--- config.mk ---
export PLATFORM = sky130hd
export DESIGN_NAME = eth_mdio_responder
export DESIGN_NICKNAME = d
export VERILOG_FILES = /design/src/rtl/mdio_pkg.sv /design/src/rtl/mdio_sync_edge.sv /design/src/rtl/eth_mdio_responder.sv
export SDC_FILE = /design/constraint.sdc
export NUM_CORES = 1
export LEC_CHECK = 0
export BUFFER_PORTS_ARGS = -buffer_cell sky130_fd_sc_hd__buf_2
export CORE_MARGIN = 3
export CORE_UTILIZATION = 57
export DETAILED_ROUTE_END_ITERATION = 7
export PLACE_DENSITY_LB_ADDON = 0.15
export RECOVER_POWER = 25
export SLEW_MARGIN = 20
export SYNTH_ARGS = -nofsm -noshare
export SYNTH_HDL_FRONTEND = slang
export SYNTH_HIERARCHICAL = 1
export SYNTH_SLANG_ARGS = --single-unit
--- constraint.sdc ---
create_clock -name clk -period 27.2 [get_ports clk]
set_clock_uncertainty 0.05 [all_clocks]
set_input_delay 4.08 -clock clk [delete_from_list [all_inputs] [get_ports clk]]
set_output_delay 4.08 -clock clk [all_outputs]
set_load 0.01 [all_outputs]
--- src/rtl/mdio_pkg.sv ---
// Shared types and constants for the Clause-22 MDIO responder.
package mdio_pkg;

    typedef enum logic [2:0] {
        ST_PRE,
        ST_ST1,
        ST_HDR,
        ST_TA,
        ST_DATA,
        ST_SKIP
    } mdio_state_e;

    localparam logic [1:0] OP_READ  = 2'b10;
    localparam logic [1:0] OP_WRITE = 2'b01;

    localparam logic [4:0] REG_BMCR = 5'd0;
    localparam logic [4:0] REG_BMSR = 5'd1;
    localparam logic [4:0] REG_ID1  = 5'd2;
    localparam logic [4:0] REG_ID2  = 5'd3;
    localparam logic [4:0] REG_ANAR = 5'd4;

    localparam logic [15:0] BMCR_RST   = 16'h3100;
    localparam logic [15:0] ANAR_RST   = 16'h01E1;
    localparam logic [15:0] BMSR_FIXED = 16'h7809;

    function automatic logic [15:0] reg_rst_val(input logic [4:0] idx);
        case (idx)
            REG_BMCR: return BMCR_RST;
            REG_ANAR: return ANAR_RST;
            default:  return 16'h0000;
        endcase
    endfunction

    function automatic logic reg_is_ro(input logic [4:0] idx);
        return (idx == REG_BMSR) || (idx == REG_ID1) || (idx == REG_ID2);
    endfunction

endpackage

--- src/rtl/mdio_sync_edge.sv ---
// Two-flop synchronizer with a rising-edge strobe on the synchronized signal.
module mdio_sync_edge #(
    parameter logic RST_VAL = 1'b0
) (
    input  logic clk,
    input  logic rst,
    input  logic d_i,
    output logic q_o,
    output logic rise_o
);

    logic meta_q;
    logic sync_q;
    logic dly_q;

    always_ff @(posedge clk or posedge rst) begin
        if (rst) begin
            meta_q <= RST_VAL;
            sync_q <= RST_VAL;
            dly_q  <= RST_VAL;
        end else begin
            meta_q <= d_i;
            sync_q <= meta_q;
            dly_q  <= sync_q;
        end
    end

    assign q_o    = sync_q;
    assign rise_o = sync_q & ~dly_q;

endmodule

--- src/rtl/eth_mdio_responder.sv ---
// PHY-side Clause-22 MDIO responder serving a 32 x 16 register file.
// state | meaning: PRE count ones | ST1 expect ST low-order 1 | HDR op/phy/reg | TA turnaround | DATA 16 bits | SKIP ignore frame
module eth_mdio_responder
    import mdio_pkg::*;
#(
    parameter logic [4:0]  PHY_ADDR = 5'd1,
    parameter logic [15:0] PHYID1   = 16'h0007,
    parameter logic [15:0] PHYID2   = 16'hC0F1,
    parameter int          PRE_MIN  = 32
) (
    input  logic        clk,
    input  logic        rst,
    input  logic        mdc,
    input  logic        mdio_i,
    output logic        mdio_o,
    output logic        mdio_t,
    input  logic        link_up,
    input  logic        an_done,
    output logic        wr_valid,
    output logic [4:0]  wr_regad,
    output logic [15:0] wr_data
);

    localparam int PCW = $clog2(PRE_MIN + 1);
    localparam logic [PCW-1:0] PRE_MIN_C = PCW'(PRE_MIN);

    logic mdc_rise, mdc_s_unused, mdio_s, mdio_rise_unused;

    mdio_sync_edge #(.RST_VAL(1'b0)) u_mdc_sync (
        .clk(clk), .rst(rst), .d_i(mdc), .q_o(mdc_s_unused), .rise_o(mdc_rise)
    );
    mdio_sync_edge #(.RST_VAL(1'b1)) u_mdio_sync (
        .clk(clk), .rst(rst), .d_i(mdio_i), .q_o(mdio_s), .rise_o(mdio_rise_unused)
    );

    mdio_state_e    state_q, state_d;
    logic [PCW-1:0] pre_cnt_q, pre_cnt_d;
    logic [4:0]     cnt_q, cnt_d;
    logic [10:0]    hdr_q, hdr_d;
    logic [4:0]     regad_q, regad_d;
    logic           rd_q, rd_d;
    logic [15:0]    sr_q, sr_d;
    logic           mdio_o_q, mdio_o_d, mdio_t_q, mdio_t_d;
    logic           wr_valid_q, wr_valid_d;
    logic [4:0]     wr_regad_q, wr_regad_d;
    logic [15:0]    wr_data_q, wr_data_d;
    logic [15:0]    regs_q [32];

    logic [4:0]  rd_addr;
    logic [15:0] rd_word, wr_word, wr_store;
    logic        hdr_ok, wr_en;

    assign rd_addr  = {hdr_q[3:0], mdio_s};
    assign hdr_ok   = ((hdr_q[10:9] == OP_READ) || (hdr_q[10:9] == OP_WRITE)) && (hdr_q[8:4] == PHY_ADDR);
    assign wr_word  = {sr_q[14:0], mdio_s};
    assign wr_store = (regad_q == REG_BMCR) ? {1'b0, wr_word[14:0]} : wr_word;

    always_comb begin
        case (rd_addr)
            REG_BMSR: rd_word = BMSR_FIXED | {10'b0, an_done, 2'b00, link_up, 2'b00};
            REG_ID1:  rd_word = PHYID1;
            REG_ID2:  rd_word = PHYID2;
            default:  rd_word = regs_q[rd_addr];
        endcase
    end

    always_comb begin
        state_d    = state_q;
        pre_cnt_d  = pre_cnt_q;
        cnt_d      = cnt_q;
        hdr_d      = hdr_q;
        regad_d    = regad_q;
        rd_d       = rd_q;
        sr_d       = sr_q;
        mdio_o_d   = mdio_o_q;
        mdio_t_d   = mdio_t_q;
        wr_valid_d = 1'b0;
        wr_regad_d = wr_regad_q;
        wr_data_d  = wr_data_q;
        wr_en      = 1'b0;
        if (mdc_rise) begin
            case (state_q)
                ST_PRE: begin
                    if (mdio_s) begin
                        if (pre_cnt_q < PRE_MIN_C) pre_cnt_d = pre_cnt_q + 1'b1;
                    end else if (pre_cnt_q >= PRE_MIN_C) begin
                        state_d = ST_ST1;
                    end else begin
                        pre_cnt_d = '0;
                    end
                end
                ST_ST1: begin
                    pre_cnt_d = '0;
                    if (mdio_s) begin
                        state_d = ST_HDR;
                        cnt_d   = 5'd11;
                    end else begin
                        state_d = ST_PRE;
                    end
                end
                ST_HDR: begin
                    hdr_d = {hdr_q[9:0], mdio_s};
                    if (cnt_q != 5'd0) begin
                        cnt_d = cnt_q - 5'd1;
                    end else if (hdr_ok) begin
                        state_d = ST_TA;
                        cnt_d   = 5'd1;
                        regad_d = rd_addr;
                        rd_d    = (hdr_q[10:9] == OP_READ);
                        if (hdr_q[10:9] == OP_READ) sr_d = rd_word;
                    end else begin
                        state_d = ST_SKIP;
                        cnt_d   = 5'd17;
                    end
                end
                ST_TA: begin
                    if (cnt_q != 5'd0) begin
                        cnt_d = 5'd0;
                        if (rd_q) begin
                            mdio_t_d = 1'b0;
                            mdio_o_d = 1'b0;
                        end
                    end else begin
                        state_d = ST_DATA;
                        cnt_d   = 5'd15;
                        sr_d    = wr_word;
                        if (rd_q) mdio_o_d = sr_q[15];
                    end
                end
                ST_DATA: begin
                    sr_d = wr_word;
                    if (cnt_q != 5'd0) begin
                        cnt_d = cnt_q - 5'd1;
                        if (rd_q) mdio_o_d = sr_q[15];
                    end else begin
                        state_d  = ST_PRE;
                        mdio_t_d = 1'b1;
                        mdio_o_d = 1'b1;
                        if (!rd_q) begin
                            wr_en      = 1'b1;
                            wr_valid_d = 1'b1;
                            wr_regad_d = regad_q;
                            wr_data_d  = wr_word;
                        end
                    end
                end
                ST_SKIP: begin
                    if (cnt_q != 5'd0) cnt_d = cnt_q - 5'd1;
                    else               state_d = ST_PRE;
                end
                default: state_d = ST_PRE;
            endcase
        end
    end

    always_ff @(posedge clk or posedge rst) begin
        if (rst) begin
            state_q    <= ST_PRE;
            pre_cnt_q  <= '0;
            cnt_q      <= '0;
            hdr_q      <= '0;
            regad_q    <= '0;
            rd_q       <= 1'b0;
            sr_q       <= '0;
            mdio_o_q   <= 1'b1;
            mdio_t_q   <= 1'b1;
            wr_valid_q <= 1'b0;
            wr_regad_q <= '0;
            wr_data_q  <= '0;
        end else begin
            state_q    <= state_d;
            pre_cnt_q  <= pre_cnt_d;
            cnt_q      <= cnt_d;
            hdr_q      <= hdr_d;
            regad_q    <= regad_d;
            rd_q       <= rd_d;
            sr_q       <= sr_d;
            mdio_o_q   <= mdio_o_d;
            mdio_t_q   <= mdio_t_d;
            wr_valid_q <= wr_valid_d;
            wr_regad_q <= wr_regad_d;
            wr_data_q  <= wr_data_d;
        end
    end

    // A BMCR reset write discards its data and restores every RW register.
    always_ff @(posedge clk or posedge rst) begin
        if (rst) begin
            for (int i = 0; i < 32; i++) regs_q[i] <= reg_rst_val(5'(i));
        end else if (wr_en) begin
            if ((regad_q == REG_BMCR) && wr_word[15]) begin
                for (int i = 0; i < 32; i++) regs_q[i] <= reg_rst_val(5'(i));
            end else if (!reg_is_ro(regad_q)) begin
                regs_q[regad_q] <= wr_store;
            end
        end
    end

    assign mdio_o   = mdio_o_q;
    assign mdio_t   = mdio_t_q;
    assign wr_valid = wr_valid_q;
    assign wr_regad = wr_regad_q;
    assign wr_data  = wr_data_q;

endmodule

==> results.yml <==
run_status:
  status: "finished, violations left"
  violations: "capacitance limit, slew limit"
global_route:
  grt_pass1_vias: 18000
  grt_max_degree: 167
  grt_use_met1_pct: 46.6
  grt_use_total_pct: 31.2
  busiest_layer: "met1"
  gr-usage-met2_pct: 45.5
  grt_pass1_wl_mm: 114
  grt_util_met3_pct: 8.24
  grt_antenna_before_repair: 1
  gr-total-overflow: 0
sta:
  hold_viol: 0
  setup_ws_ns: 20.23
  rsz0062_at_grt: "no"
  worstMarginPinSlew_ns: 3.19
  fin_crit_sh_pct: 25.6
  slew_headroom_pct: -113
  max_freq_ghz: 0.143
  finalSetupViolations: 0
  period_needed_ns: 6.97
  tns_ns: 0
  drv_slew: 131
clocking:
  clk_root_buffer_cell: "clkbuf_16"
  clock-sinks: 584
  cts_resized: 0
  post-cts-setup-buffers: 0
  cts_tree: "yes"
  cts_buffer_depth: 3
  clk_pin_slew_ns: 0.06
  clkLatencyLatePin_ns: 0.62
  cts_hold_buffers: 0
  cts_made_buffers: 59
  cts_max_level: 2
floorplanning:
  die_x_um: 221
  dieArea_um2: 48600
  coreArea_um2: 44800
  ios: 30
  start_util_pct: 58.6
  die_h_um: 221
  rows: 77
placement:
  numPortBuffers: 29
  gp_congestion: 0.959
  dp_hpwl_mm: 46.6
  placed_area_um2: 26800
  post-place-ws_ns: 20.62
critical_path:
  crit_chain: "clkbuf_1, nand2_1, o2bb2ai_1"
  critical_path_class: "flop to flop"
  end_kind: "flop"
  slowest_stage: "clkbuf_1"
  crit_path_start_kind: "flop"
  critPathMaxFanout: 39
  path_delay_family: "buffers and inverters"
  max_stage_delay_ns: 2.36
  crit_required_ns: 27.65
  path_buf_inv: 1
  critPathArrivalTime_ns: 7.42
yosys:
  synth_fp_nets: 2033
  synth_area_um2: 26200
  yosys_warnings: 6
  synthCells: 2023
  synth.avg_cell_area_um2: 13.0
routing:
  drc: 0
  ant_nets: 0
  dr.first_iter.drc_count: 2397
  finalWirelength_mm: 74.2
  route.vias.total: 18300
  wire_per_inst_um: 28.3
  viasPerCell: 6.96
  first_pass_iters: 5
layout:
  area_delta_synth_final_pct: 9.79
  stdcell_area_um2: 28800
  nFillCells: 3299
  final-seq-area_um2: 14600
  multiInputGateArea_um2: 10800
  fin_nets: 1995
  antenna_cells: 0
  drive_gt1_share_pct: 17.9
power:
  power.density_nw_per_um2: 62.0
  leakage_nw: 13.1
  vdd_ir_drop_max_mv: 0.0531
hold_path:
  hp-class: "flop to flop"
flow_run:
  cap_violations: 4
==> cells in the final DEF (no fill, tap or decap), types with 28 or more instances in the layout <==
cell type	instances
nand2_1	232
nor2_1	34
mux4_2	122
a22o_1	231
o21ai_0	66
o2bb2ai_1	200
a22oi_1	28
nor2b_1	60
dfrtp_1	568
buf_4	31
clkbuf_16	61
buf_2	29
==> state kept, by name (all words and copies together) (netlist names), 3 cells and up <==
| signal | cells |
|---|---|
| pre_cnt_q | 6 |
| regs_q | 508 |
| cnt_q | 5 |
| wr_regad | 5 |
| state_q | 3 |
| sr_q | 16 |
| hdr_q | 11 |
| regad_q | 5 |
| wr_data | 16 |
==> path summary, 6_finish.rpt <==
| check | from | endpoint | slack, ns | cells after the start |
|---|---|---|---|---|
| worst min-delay path | u_mdio_sync/meta_q | u_mdio_sync/q_o | 0.32 | 0 |
| worst min register to register | u_mdio_sync/meta_q | u_mdio_sync/q_o | 0.32 | 0 |
| worst max register to register | u_mdio_sync/q_o | regs_q[320] | 20.23 | 3 |
| min in group asynchronous | rst | u_mdc_sync/dly_q | 3.34 | 2 |
| max in group asynchronous | rst | regs_q[25] | 21.38 | 4 |
| worst max-delay path | u_mdio_sync/q_o | regs_q[320] | 20.23 | 3 |
==> power breakdown <==
part / switching [W] / internal [W]
combinational: 0.0000263 / 0.00000979
clock: 0.000349 / 0.000525
sequential: 0.00000447 / 0.000871
total: 0.000379 / 0.00141
==> through the flow <==
stage | hold WS (ns) | utilization (%) | total power [W] | std cells
6_report | 0.320 | 64.3 | 0.00179 | 2625
4_1_cts | 0.320 | 64.5 | 0.00179 | 2625
3_3_place_gp | 0.300 | 59.8 | 0.000928 | 2516
5_1_grt | 0.324 | 64.3 | 0.00184 | 2625
3_5_place_dp | 0.296 | 59.8 | 0.000929 | 2516
2_1_floorplan | 0.281 | - | 0.000919 | 2023
==> layout make-up <==
type	count	share of cell area, %
Clock buffer	87	6.30
Clock inverter	22	0.999
Inverter	16	0.239
Multi-Input combinational cell	1253	37.5
Sequential cell	584	50.8
Tap cell	592	2.57
Timing Repair Buffer	71	1.56
==> layer usage <==
layer	share of wire, %	vias up
met1	43	9665
li1	-	7638
met3	9.5	150
met5	0.015	-
met4	3.3	2
met2	44	824
(Power assumes the default switching activity.)
